### src/rtl/ps2_cmd_ctrl.sv
// ps2_cmd_ctrl: host-side sequencer for a PS/2 transceiver pair.
//
// Takes one-byte device commands from the CPU, strobes them into the transmitter, waits for
// transmit completion and the device ACK (0xFA), retries on RESEND (0xFE) and reports done or
// error. Every received frame is checked (start/stop/odd parity). Unsolicited valid bytes are
// buffered in a show-ahead FIFO for the CPU.
//
// Optional feature, macro PS2_INIT_SEQ_EN: after reset the block sends 0xFF, expects 0xFA and
// then the BAT result 0xAA before raising init_done. Undefined: init_done is tied high and the
// FSM starts in IDLE.
//
// Ports:
//   clk, rst_n          clock, asynchronous active-low reset
//   cmd_valid/cmd_data  command request and byte; cmd_ready high in IDLE
//   cmd_done, cmd_err   one-cycle completion / failure pulses
//   ps2_din, ps2_wr     byte and one-cycle strobe to the transmitter
//   ps2_dout            received frame {stop, parity, data[7:0], start}
//   ps2_rx_done         frame-received tick
//   ps2_tx_done         transmit-complete tick
//   sc_valid, sc_data   FIFO not empty, FIFO head byte
//   sc_rd               pop FIFO head (ignored when empty)
//   sc_ovf              sticky overflow flag, cleared by sc_rd
//   frame_err           one-cycle pulse when a bad frame is dropped
//   init_done           device initialised
module ps2_cmd_ctrl #(
    parameter int unsigned TIMEOUT_CYCLES = 2500000,
    parameter int unsigned MAX_RETRY      = 3,
    parameter int unsigned FIFO_DEPTH     = 8
) (
    input  logic        clk,
    input  logic        rst_n,
    input  logic        cmd_valid,
    input  logic [7:0]  cmd_data,
    output logic        cmd_ready,
    output logic        cmd_done,
    output logic        cmd_err,
    output logic [7:0]  ps2_din,
    output logic        ps2_wr,
    input  logic [10:0] ps2_dout,
    input  logic        ps2_rx_done,
    input  logic        ps2_tx_done,
    output logic        sc_valid,
    output logic [7:0]  sc_data,
    input  logic        sc_rd,
    output logic        sc_ovf,
    output logic        frame_err,
    output logic        init_done
);

    localparam int unsigned WD_W = $clog2(TIMEOUT_CYCLES + 1);
    localparam int unsigned RT_W = (MAX_RETRY > 0) ? $clog2(MAX_RETRY + 1) : 1;
    localparam int unsigned AW   = (FIFO_DEPTH > 1) ? $clog2(FIFO_DEPTH) : 1;
    localparam int unsigned CW   = AW + 1;

    // Watchdog fires on the edge where the count would reach TIMEOUT_CYCLES, so the error
    // pulse lands exactly TIMEOUT_CYCLES edges after the watchdog was cleared.
    localparam logic [WD_W-1:0] WD_LAST  = WD_W'(TIMEOUT_CYCLES - 1);
    localparam logic [RT_W-1:0] RT_MAX   = RT_W'(MAX_RETRY);
    localparam logic [CW-1:0]   CNT_FULL = CW'(FIFO_DEPTH);

    localparam logic [7:0] BYTE_ACK    = 8'hFA;
    localparam logic [7:0] BYTE_RESEND = 8'hFE;

    localparam logic [2:0] S_IDLE     = 3'd0;
    localparam logic [2:0] S_SEND     = 3'd1;
    localparam logic [2:0] S_WAIT_TX  = 3'd2;
    localparam logic [2:0] S_WAIT_ACK = 3'd3;
`ifdef PS2_INIT_SEQ_EN
    localparam logic [2:0] S_INIT_SEND = 3'd4;
    localparam logic [2:0] S_INIT_TX   = 3'd5;
    localparam logic [2:0] S_INIT_ACK  = 3'd6;
    localparam logic [2:0] S_INIT_BAT  = 3'd7;
    localparam logic [2:0] S_RESET     = S_INIT_SEND;

    localparam logic [7:0] BYTE_RESET    = 8'hFF;
    localparam logic [7:0] BYTE_BAT_OK   = 8'hAA;
    localparam logic [7:0] BYTE_BAT_FAIL = 8'hFC;
`else
    localparam logic [2:0] S_RESET = S_IDLE;
`endif

    logic [2:0]      state_q, state_d;
    logic [WD_W-1:0] wdog_q, wdog_d;
    logic [RT_W-1:0] retry_q, retry_d;
    logic [7:0]      din_q, din_d;
    logic            done_set, err_set, push_req;
    logic            cmd_done_q, cmd_err_q, frame_err_q;

    // Frame check: start low, stop high, odd parity over data plus parity bit.
    logic       frame_ok, rx_ok;
    logic [7:0] rx_byte;

    assign rx_byte  = ps2_dout[8:1];
    assign frame_ok = !ps2_dout[0] && ps2_dout[10] && (^ps2_dout[9:1]);
    assign rx_ok    = ps2_rx_done && frame_ok;

`ifdef PS2_INIT_SEQ_EN
    logic init_q, init_d;
    // Low for the first cycle after reset so the reset-time strobe stays 0 while 0xFF loads.
    logic boot_q, boot_d;
`endif

    always_comb begin
        state_d  = state_q;
        wdog_d   = wdog_q + WD_W'(1);
        retry_d  = retry_q;
        din_d    = din_q;
        done_set = 1'b0;
        err_set  = 1'b0;
        push_req = 1'b0;
`ifdef PS2_INIT_SEQ_EN
        init_d   = init_q;
        boot_d   = boot_q;
`endif
        case (state_q)
            S_IDLE: begin
                wdog_d   = '0;
                push_req = rx_ok;
                if (cmd_valid) begin
                    din_d   = cmd_data;
                    retry_d = '0;
                    state_d = S_SEND;
                end
            end
            S_SEND: begin
                wdog_d   = '0;
                push_req = rx_ok;
                state_d  = S_WAIT_TX;
            end
            S_WAIT_TX: begin
                push_req = rx_ok;
                if (ps2_tx_done) begin
                    wdog_d  = '0;
                    state_d = S_WAIT_ACK;
                end else if (wdog_q == WD_LAST) begin
                    err_set = 1'b1;
                    state_d = S_IDLE;
                end
            end
            S_WAIT_ACK: begin
                if (rx_ok && rx_byte == BYTE_ACK) begin
                    done_set = 1'b1;
                    state_d  = S_IDLE;
                end else if (rx_ok && rx_byte == BYTE_RESEND) begin
                    if (retry_q < RT_MAX) begin
                        retry_d = retry_q + RT_W'(1);
                        state_d = S_SEND;
                    end else begin
                        err_set = 1'b1;
                        state_d = S_IDLE;
                    end
                end else begin
                    // Unrelated traffic keeps flowing to the CPU; it does not extend the wait.
                    push_req = rx_ok;
                    if (wdog_q == WD_LAST) begin
                        err_set = 1'b1;
                        state_d = S_IDLE;
                    end
                end
            end
`ifdef PS2_INIT_SEQ_EN
            S_INIT_SEND: begin
                wdog_d = '0;
                if (!boot_q) begin
                    boot_d = 1'b1;
                    din_d  = BYTE_RESET;
                end else begin
                    state_d = S_INIT_TX;
                end
            end
            S_INIT_TX: begin
                if (ps2_tx_done) begin
                    wdog_d  = '0;
                    state_d = S_INIT_ACK;
                end else if (wdog_q == WD_LAST) begin
                    err_set = 1'b1;
                    state_d = S_IDLE;
                end
            end
            S_INIT_ACK: begin
                if (rx_ok && rx_byte == BYTE_ACK) begin
                    wdog_d  = '0;
                    state_d = S_INIT_BAT;
                end else if (rx_ok && rx_byte == BYTE_RESEND) begin
                    if (retry_q < RT_MAX) begin
                        retry_d = retry_q + RT_W'(1);
                        state_d = S_INIT_SEND;
                    end else begin
                        err_set = 1'b1;
                        state_d = S_IDLE;
                    end
                end else if (wdog_q == WD_LAST) begin
                    err_set = 1'b1;
                    state_d = S_IDLE;
                end
            end
            S_INIT_BAT: begin
                if (rx_ok && rx_byte == BYTE_BAT_OK) begin
                    init_d  = 1'b1;
                    state_d = S_IDLE;
                end else if (rx_ok && rx_byte == BYTE_BAT_FAIL) begin
                    err_set = 1'b1;
                    state_d = S_IDLE;
                end else if (wdog_q == WD_LAST) begin
                    err_set = 1'b1;
                    state_d = S_IDLE;
                end
            end
`endif
            default: begin
                wdog_d  = '0;
                state_d = S_IDLE;
            end
        endcase
    end

    always_ff @(posedge clk or negedge rst_n) begin
        if (!rst_n) begin
            state_q     <= S_RESET;
            wdog_q      <= '0;
            retry_q     <= '0;
            din_q       <= '0;
            cmd_done_q  <= 1'b0;
            cmd_err_q   <= 1'b0;
            frame_err_q <= 1'b0;
        end else begin
            state_q     <= state_d;
            wdog_q      <= wdog_d;
            retry_q     <= retry_d;
            din_q       <= din_d;
            cmd_done_q  <= done_set;
            cmd_err_q   <= err_set;
            frame_err_q <= ps2_rx_done && !frame_ok;
        end
    end

`ifdef PS2_INIT_SEQ_EN
    always_ff @(posedge clk or negedge rst_n) begin
        if (!rst_n) begin
            init_q <= 1'b0;
            boot_q <= 1'b0;
        end else begin
            init_q <= init_d;
            boot_q <= boot_d;
        end
    end

    assign init_done = init_q;
    assign ps2_wr    = (state_q == S_SEND) || ((state_q == S_INIT_SEND) && boot_q);
`else
    assign init_done = 1'b1;
    assign ps2_wr    = (state_q == S_SEND);
`endif

    assign cmd_ready = (state_q == S_IDLE);
    assign cmd_done  = cmd_done_q;
    assign cmd_err   = cmd_err_q;
    assign ps2_din   = din_q;
    assign frame_err = frame_err_q;

    // Receive FIFO: pointers wrap modulo FIFO_DEPTH, occupancy has one extra bit.
    logic [7:0]    mem [FIFO_DEPTH];
    logic [AW-1:0] wr_q, rd_q;
    logic [CW-1:0] cnt_q;
    logic          ovf_q;
    logic          fifo_empty, fifo_full, do_pop, do_push;

    assign fifo_empty = (cnt_q == '0);
    assign fifo_full  = (cnt_q == CNT_FULL);
    assign do_pop     = sc_rd && !fifo_empty;
    // A pop in the same cycle frees the slot, so a push into a full FIFO still lands.
    assign do_push    = push_req && (!fifo_full || do_pop);

    always_ff @(posedge clk or negedge rst_n) begin
        if (!rst_n) begin
            wr_q  <= '0;
            rd_q  <= '0;
            cnt_q <= '0;
            ovf_q <= 1'b0;
        end else begin
            if (do_push) begin
                wr_q <= wr_q + AW'(1);
            end
            if (do_pop) begin
                rd_q <= rd_q + AW'(1);
            end
            cnt_q <= cnt_q + CW'(do_push) - CW'(do_pop);
            if (push_req && !do_push) begin
                ovf_q <= 1'b1;
            end else if (sc_rd) begin
                ovf_q <= 1'b0;
            end
        end
    end

    always_ff @(posedge clk) begin
        if (do_push) begin
            mem[wr_q] <= rx_byte;
        end
    end

    assign sc_valid = !fifo_empty;
    assign sc_data  = fifo_empty ? 8'h00 : mem[rd_q];
    assign sc_ovf   = ovf_q;

endmodule
### config.mk
export PLATFORM = sky130hd
export DESIGN_NAME = ps2_cmd_ctrl
export DESIGN_NICKNAME = d
export VERILOG_FILES = /design/src/rtl/ps2_cmd_ctrl.sv
export SDC_FILE = /design/constraint.sdc
export NUM_CORES = 1
export LEC_CHECK = 0
export BUFFER_PORTS_ARGS = -buffer_cell sky130_fd_sc_hd__buf_4
export CAP_MARGIN = 20
export CORE_UTILIZATION = 55
export CTS_BUF_LIST = sky130_fd_sc_hd__clkbuf_4 sky130_fd_sc_hd__clkbuf_8
export CTS_CLUSTER_SIZE = 20
export DETAILED_ROUTE_END_ITERATION = 10
export GPL_ROUTABILITY_DRIVEN = 0
export HOLD_SLACK_MARGIN = 0.02
export PLACE_DENSITY_LB_ADDON = 0.08
export SETUP_SLACK_MARGIN = 0.05
export SYNTH_ARGS = -nofsm -noshare
export SYNTH_HDL_FRONTEND = slang
export SYNTH_SLANG_ARGS = --single-unit
### constraint.sdc
create_clock -name clk -period 2.47 [get_ports clk]
set_input_delay 0.1235 -clock clk [delete_from_list [all_inputs] [get_ports clk]]
set_output_delay 0.1235 -clock clk [all_outputs]
set_load 0.01 [all_outputs]
==> results of run 1 <==
-- cells by family after synthesis --
family | share of synthesized area (%)
other | 0.148
XOR/XNOR | 5.29
adder cells (fa/ha/maj) | 3.86
buffers and inverters | 2.18
AND/OR/NAND/NOR | 11.9
AO/OA/AOI/OAI | 3.02
multiplexers | 11.4
flip-flops | 62.2
-- worst max-delay path, cell delays in order, from the launching register on --
cell     delay [ns]
dfrtp_1        0.91
mux4_2         0.42
mux2i_1        0.15
nor2_1         0.06
buf_4          0.14
-- routing by layer --
layer,global-route usage [%],vias to the layer above,wire length [um]
li1,-,1503,-
met4,9.91,0,184
met5,0,-,0
met1,28.5,1588,4360
met2,40.6,80,5290
met3,6.37,13,367
-- cells in the final DEF, fill, tap and decap left out, types with 3 or more instances in the layout --
cell           Yosys  final
a21oi_1            5      5
and2_1             4      4
and3_1             4      4
buf_4              1     77
clkbuf_8           0     17
clkinv_1           0      4
clkinv_2           0      4
dfrtp_1           49     49
dlygate4sd3_1      0     20
edfxtp_1          64     64
ha_1              14     14
inv_1             16     16
mux2_2            10     10
mux2i_1            9      9
mux4_2            16     16
nand2_1           12     12
nand2b_1           6      6
nand3_1           11     11
nand4_1            8      8
nor2_1            40     40
nor3_1             3      3
nor3_2             3      3
nor4_1             3      3
xnor2_1            9      9
xor2_1            17     17
-- timing repair --
action,in CTS,in global routing
endpoints found under the hold margin,102,0
gates resized for setup,0,1
setup endpoints to repair,0,1
hold buffers,20,0
-- synthesized netlist by cell type (3+ instances only) --
| cell | number | share of area [%] |
|---|---|---|
| buf_2 | 4 | 0.40 |
| mux2_2 | 10 | 2.2 |
| nor3_1 | 3 | 0.30 |
| xor2_1 | 17 | 2.9 |
| xnor2_1 | 9 | 1.6 |
| nor4_1 | 3 | 0.37 |
| mux4_2 | 16 | 7.1 |
| nand3_1 | 11 | 1.1 |
| nand2_1 | 12 | 0.89 |
| clkbuf_1 | 4 | 0.30 |
| a21oi_1 | 5 | 0.49 |
| o21ai_0 | 3 | 0.30 |
| inv_1 | 16 | 1.2 |
| and2_1 | 4 | 0.49 |
| nor3_2 | 3 | 0.59 |
| edfxtp_1 | 64 | 38 |
| dfrtp_1 | 49 | 24 |
| nand2b_1 | 6 | 0.74 |
| ha_1 | 14 | 3.5 |
| and3_1 | 4 | 0.49 |
| nand4_1 | 8 | 0.99 |
| nor2_1 | 40 | 3.0 |
| mux2i_1 | 9 | 1.8 |
-- through the flow --
| step | setup TNS (ns) | setup slack (ns) | area, sq um | total power [mW] | hold slack, ns |
|---|---|---|---|---|---|
| detailed placement | -0.215 | -0.0521 | 5730 | 3.95 | 0.185 |
| finish | 0 | 0.239 | 6310 | 5.56 | 0.0505 |
| global route | 0 | 0.0976 | 6310 | 5.85 | 0.0316 |
| global placement | 0 | 0.0155 | 5730 | 3.90 | 0.180 |
| CTS | 0 | 0.181 | 6300 | 5.60 | 0.0282 |
| floorplan | 0 | 0.0881 | 5060 | 3.36 | -0.172 |
-- power groups by stage --
stage | Combinational [mW] | Sequential, mW | Clock [mW]
after floorplan | 1.04 | 2.33 | 0
after global placement | 1.48 | 2.42 | 0
after detailed placement | 1.52 | 2.42 | 0
after CTS | 1.55 | 2.39 | 1.66
after global routing | 1.69 | 2.42 | 1.75
final | 1.53 | 2.39 | 1.63
-- registers in the layout, indices dropped and copies added (netlist names) --
name       flops
cnt_q          4
wr_q           3
ps2_din        8
cmd_done       1
retry_q        2
state_q        3
sc_ovf         1
frame_err      1
rd_q           3
wdog_q        22
mem           64
cmd_err        1
-- final cells by class --
| type | count | area (sq um) |
|---|---|---|
| Inverter | 16 | 60.1 |
| Fill cell | 631 | 2500 |
| Sequential cell | 113 | 3150 |
| Tap cell | 108 | 135 |
| Timing Repair Buffer | 97 | 778 |
| Multi-Input combinational cell | 213 | 1820 |
| Clock buffer | 19 | 249 |
| Clock inverter | 13 | 120 |
-- worst paths after layout --
kind	to	start	cells past startpoint
max	sc_data[7]	rd_q[1]	4
min	mem[6][2]	ps2_dout[3]	2
max reg2reg	cnt_q[2]	cnt_q[2]	12
min reg2reg	wdog_q[0]	wdog_q[0]	1
max in group asynchronous	retry_q[0]	rst_n	2
min in group asynchronous	wdog_q[9]	rst_n	2
==> metrics.csv, run 1 <==
stage,metric,value,unit
run_status,status,"complete, but fails checks",
run_status,failing checks,design-rule violations,
route,final wirelength,10200,um
place,DP Wirelength,6880,um
finish,area delta synth->final,24.6,%
setup_path,worst path arrival time,2.11,ns
synth,Seq cells post-synth,113,
sta,RSZ-0062 raised after global routing,no,
grt,first-pass GRT wire length,16900,um
floorplanning,starting density of the core,57.5,%
setup_path,Crit. End Element,output pin,
place,IO Port Bufs,47,
sta,clk_skew,0.00938,ns
grt,vias in the first global route,3335,
pwr,Clock power frac,29.3,%
sta,Hold Fails Final Rpt,0,
place,dpl cells,527,
synth,sequential-to-total area share from yosys stat,62.2,%
setup_path,WS Path Type,reg -> out,
route,via count,3184,
cts,clk root buf,clkbuf_8,
synth,synthesized area,0.00506,sq mm
cts,clk sink count,113,
finish,layout cells sized above 1,31.4,%
finish,antenna fix cells,0,
sta,"Min Clock Period, post-route",2.23,ns
floorplanning,Core Rows,34,
floorplanning,overall die height,97.9,um
floorplanning,total die area,0.00959,sq mm
cts,later-pin clock latency in the skew report,0.42,ns
sta,Max-slew headroom,42.3,%
route,drt initial violations,134,
pwr,leak pwr,2.56,nW
finish,Final Util,71.6,%
sta,max-slew violations,0,
cts,Clock transition at path regs,0.07,ns
sta,Final period util,90.3,%
cts,TritonCTS clock tree,built,
floorplanning,core area,0.00881,sq mm
route,post-detailed-route wirelength per cell,17.6,um
route,Vias/cell,5.50,
setup_path,CP Launch Type,flop,
synth,Cell variety after synth,53,
synth,Post-synth EDFFs,64,
pwr,Reg power frac,43.0,%
pwr,combinational share of power,27.6,%
finish,Non-Filler Instances,579,
pwr,NetSw,1.63,mW
grt,largest net degree at the start of global routing,50,
sta,Max Clock Freq,448,MHz
setup_path,CP required,2.35,ns
synth,"Primary FF master, synth",edfxtp_1,
floorplanning,Ports,49,
floorplanning,Die Width,97.9,um
grt,total track usage,23.7,%
cts,postcts setup bufs,0,
synth,yosys warns,0,
finish,"Net count, final",498,
route,final antenna-violating net count,0,
setup_path,crit path max fanout,18,
cts,Max Buffers Root-to-Sink,2,
cts,CTS H-tree lvls,4,
synth,synthesized area per cell,14.3,sq um
route,Pre-antenna DRT Iters,8,
run,max_cap viols,0,
sta,slew at the pin closest to its max-slew limit,0.865,ns
sta,# setup viols final,0,
grt,initial antenna violation count,0,
pwr,Net Sw Frac,29.4,%
min_path,HP Class,in -> reg,
cts,CTS buffer count,17,
pwr,Internal,3.92,mW
synth,ys async rst share,43.4,%
synth,Mapped Cells,353,
synth,syn_nets,393,
route,Post-route DRC,5,
pwr,maximum VDD drop,0.438,mV
pwr,pwr dens,881,mW/mm^2
grt,global route total overflow,0,
setup_path,FF-to-FF setup slack,0.24,ns
Note: power is estimated with default switching activity, not from simulation.
==> inputs of run 2 (changes only) <==
--- a/config.mk
+++ b/config.mk
@@ -7,13 +7,13 @@
 export LEC_CHECK = 0
 export BUFFER_PORTS_ARGS = -buffer_cell sky130_fd_sc_hd__buf_4
 export CAP_MARGIN = 20
-export CORE_UTILIZATION = 55
+export CORE_UTILIZATION = 60
 export CTS_BUF_LIST = sky130_fd_sc_hd__clkbuf_4 sky130_fd_sc_hd__clkbuf_8
 export CTS_CLUSTER_SIZE = 20
 export DETAILED_ROUTE_END_ITERATION = 10
 export GPL_ROUTABILITY_DRIVEN = 0
 export HOLD_SLACK_MARGIN = 0.02
-export PLACE_DENSITY_LB_ADDON = 0.08
+export PLACE_DENSITY = 0.81
 export SETUP_SLACK_MARGIN = 0.05
 export SYNTH_ARGS = -nofsm -noshare
 export SYNTH_HDL_FRONTEND = slang
==> constraint.sdc (replaced) <==
create_clock -name clk -period 2.8 [get_ports clk]
set_input_delay 0.14 -clock clk [delete_from_list [all_inputs] [get_ports clk]]
set_output_delay 0.14 -clock clk [all_outputs]
set_load 0.01 [all_outputs]
==> metrics.csv, run 2 (synthesized netlist as in run 1, its figures left out) <==
stage,metric,value,unit,change
setup_path,R2R depth,9,,-3
min_path,HP Class,in -> reg,,
place,DP Wirelength,6580,um,-4.3%
finish,"commonest non-fill, non-tap cell in the layout",buf_4,,
grt,vias in the first global route,3353,,+0.54%
pwr,Reg power frac,42.6,%,-0.4 points
setup_path,Setup crit start,ps2_dout[4],,
route,post-detailed-route wirelength per cell,17.6,um,about the same
grt,global route total overflow,0,,unchanged
cts,CTS buffer count,17,,unchanged
min_path,Worst Hold Launch,ps2_tx_done,,
setup_path,Worst Path Buf+Inv,3,,+2
run,max_cap viols,0,,unchanged
cts,later-pin clock latency in the skew report,0.42,ns,about the same
sta,"Min Clock Period, post-route",2.66,ns,
cts,clk sink count,113,,unchanged
setup_path,worst path arrival time,2.79,ns,+0.68 ns
finish,largest reg by FF count,mem,,
floorplanning,Ports,49,,unchanged
sta,max-slew violations,0,,unchanged
floorplanning,starting density of the core,61.9,%,+4.4 points
setup_path,Top delay family on crit path,buffers and inverters,,
finish,Non-Filler Instances,565,,-2.4%
route,Pre-antenna DRT Iters,4,,-4
cts,postcts setup bufs,0,,unchanged
setup_path,reg2reg end,cnt_q[1],,
finish,max FFs per register,64,,unchanged
grt,initial antenna violation count,0,,unchanged
pwr,maximum VDD drop,0.380,mV,-13%
setup_path,worst-path cell chain,dlygate4sd3_1 -> buf_4 -> ha_1 -> xnor3_2 -> xor2_2 -> nor3_4 -> nand2_2 -> nor2_1 -> buf_4,,
pwr,leak pwr,2.50,nW,-2.3%
sta,slew at the pin closest to its max-slew limit,0.821,ns,-0.0437 ns
sta,clk_skew,0.00929,ns,-0.0000931 ns
setup_path,Crit. End Element,flop,,
finish,Post-Layout Inst Area,0.00625,sq mm,-0.93%
setup_path,FF-to-FF setup slack,0.48,ns,+0.24 ns
finish,most frequent cells in the layout,"buf_4, edfxtp_1, dfrtp_1",,
floorplanning,Core Rows,33,,-2.9%
floorplanning,Die Width,93.9,um,-4.2%
place,dpl cells,512,,-2.8%
route,final wirelength,9970,um,-2.4%
sta,RSZ-0062 raised after global routing,no,,
setup_path,Worst path slowest cell,dlygate4sd3_1,,
cts,Clock transition at path regs,0.07,ns,about the same
sta,setup TNS,0,ns,unchanged
grt,largest net degree at the start of global routing,50,,unchanged
pwr,Net Sw Frac,30.0,%,+0.63 points
setup_path,crit-path most repeated cell,buf_4,,
pwr,Internal,3.45,mW,-12%
setup_path,crit path max fanout,10,,-8
route,Post-route DRC,0,,-5
run_status,status,"complete, no violations",,
finish,layout cells sized above 1,30.4,%,-0.99 points
cts,CTS H-tree lvls,4,,unchanged
setup_path,max incr delay on CP,0.54,ns,-0.37 ns
floorplanning,total die area,0.00881,sq mm,-8.2%
cts,clk root buf,clkbuf_8,,
sta,Final period util,95.1,%,
sta,Max Clock Freq,376,MHz,
sta,Hold Fails Final Rpt,0,,unchanged
finish,antenna fix cells,0,,unchanged
sta,Max-slew headroom,45.2,%,+2.9 points
pwr,NetSw,1.48,mW,-9.3%
floorplanning,overall die height,93.9,um,-4.2%
pwr,pwr dens,790,mW/mm^2,-10%
grt,first-pass GRT wire length,16200,um,-4.0%
setup_path,WS Path Type,in -> reg,,
setup_path,CP required,2.93,ns,+0.58 ns
setup_path,Reg-to-Reg Start,cnt_q[1],,
cts,TritonCTS clock tree,built,,
sta,# setup viols final,0,,unchanged
finish,area delta synth->final,23.4,%,
pwr,combinational share of power,27.1,%,-0.5 points
floorplanning,core area,0.00818,sq mm,-7.2%
route,drt initial violations,131,,-2.2%
route,final antenna-violating net count,0,,unchanged
route,via count,3165,,-0.60%
cts,Max Buffers Root-to-Sink,2,,unchanged
route,Vias/cell,5.60,,+1.9%
grt,total track usage,25.6,%,+1.8 points
place,Placed Area,0.00563,sq mm,-1.7%
min_path,Hold Path Stages,3,,+1
min_path,hold endpoint,state_q[1],,
finish,"Net count, final",487,,-2.2%
setup_path,CP Launch Type,primary input,,
pwr,Clock power frac,30.3,%,+1.0 points
place,IO Port Bufs,47,,unchanged
==> run 2: cell types whose count changed in the layout (fill, tap and decap cells not counted), sizes merged <==
cell	delta
inv	+2
clkbuf	-2
dlygate4sd3	+1
clkinv	-3
clkinvlp	+3
buf	-12
==> run 2: worst min-delay path: stages <==
cell and delay, ns:
buf_4 0.08, a21oi_1 0.05, o21bai_1 0.14
==> run 2: cell type report <==
| class | instances | area, sq um |
|---|---|---|
| inverters | 16 | 60.1 |
| clock inverters | 15 | 161 |
| fillers | 507 | 1930 |
| clock buffers | 17 | 234 |
| multi-input cells | 213 | 1810 |
| well taps | 105 | 131 |
| flip-flops and latches | 113 | 3150 |
| repair buffers | 86 | 698 |
==> run 2: power by group through the flow <==
stage / Sequential [mW] / Combinational [mW] / Clock [mW]
after floorplan: 2.05 / 0.915 / 0
after global placement: 2.13 / 1.27 / 0
after detailed placement: 2.13 / 1.32 / 0
after CTS: 2.10 / 1.36 / 1.52
after global routing: 2.12 / 1.47 / 1.59
final: 2.10 / 1.34 / 1.49
==> run 2: metrics by stage <==
stage               hold slack [ns]  worst slack (ns)  utilization (%)  total power [mW]
CTS                          0.0202            0.0682             76.3              4.98
global route                 0.0554            0.0848             76.4              5.19
finish                       0.0312             0.138             76.4              4.93
detailed placement            0.201             0.158             68.9              3.45
floorplan                    -0.156             0.418                -              2.97
global placement              0.194             0.230             68.9              3.40
==> run 2: routing by layer <==
metal  global-route usage [%]  vias to the layer above  wire length, um
met5                        0                        -                0
met4                     10.9                        0              125
met3                     6.80                       14              377
met2                     44.9                       90             5450
met1                     29.4                     1587             4010
li1                         -                     1474                -
==> run 2: worst max path at each step <==
stage | end | slack (ns) | depth (start not counted)
floorplan | cnt_q[2] | 0.42 | 12
global placement | cnt_q[1] | 0.23 | 10
detailed placement | cnt_q[2] | 0.16 | 10
CTS | cnt_q[1] | 0.07 | 10
global route | mem[7][0] | 0.08 | 9
finish | mem[7][6] | 0.14 | 9
==> run 2: what timing repair did <==
action	CTS	global route
hold endpoints to repair	124	0
hold buffers	21	0
endpoints found under the setup margin	0	2
resized for setup	0	2
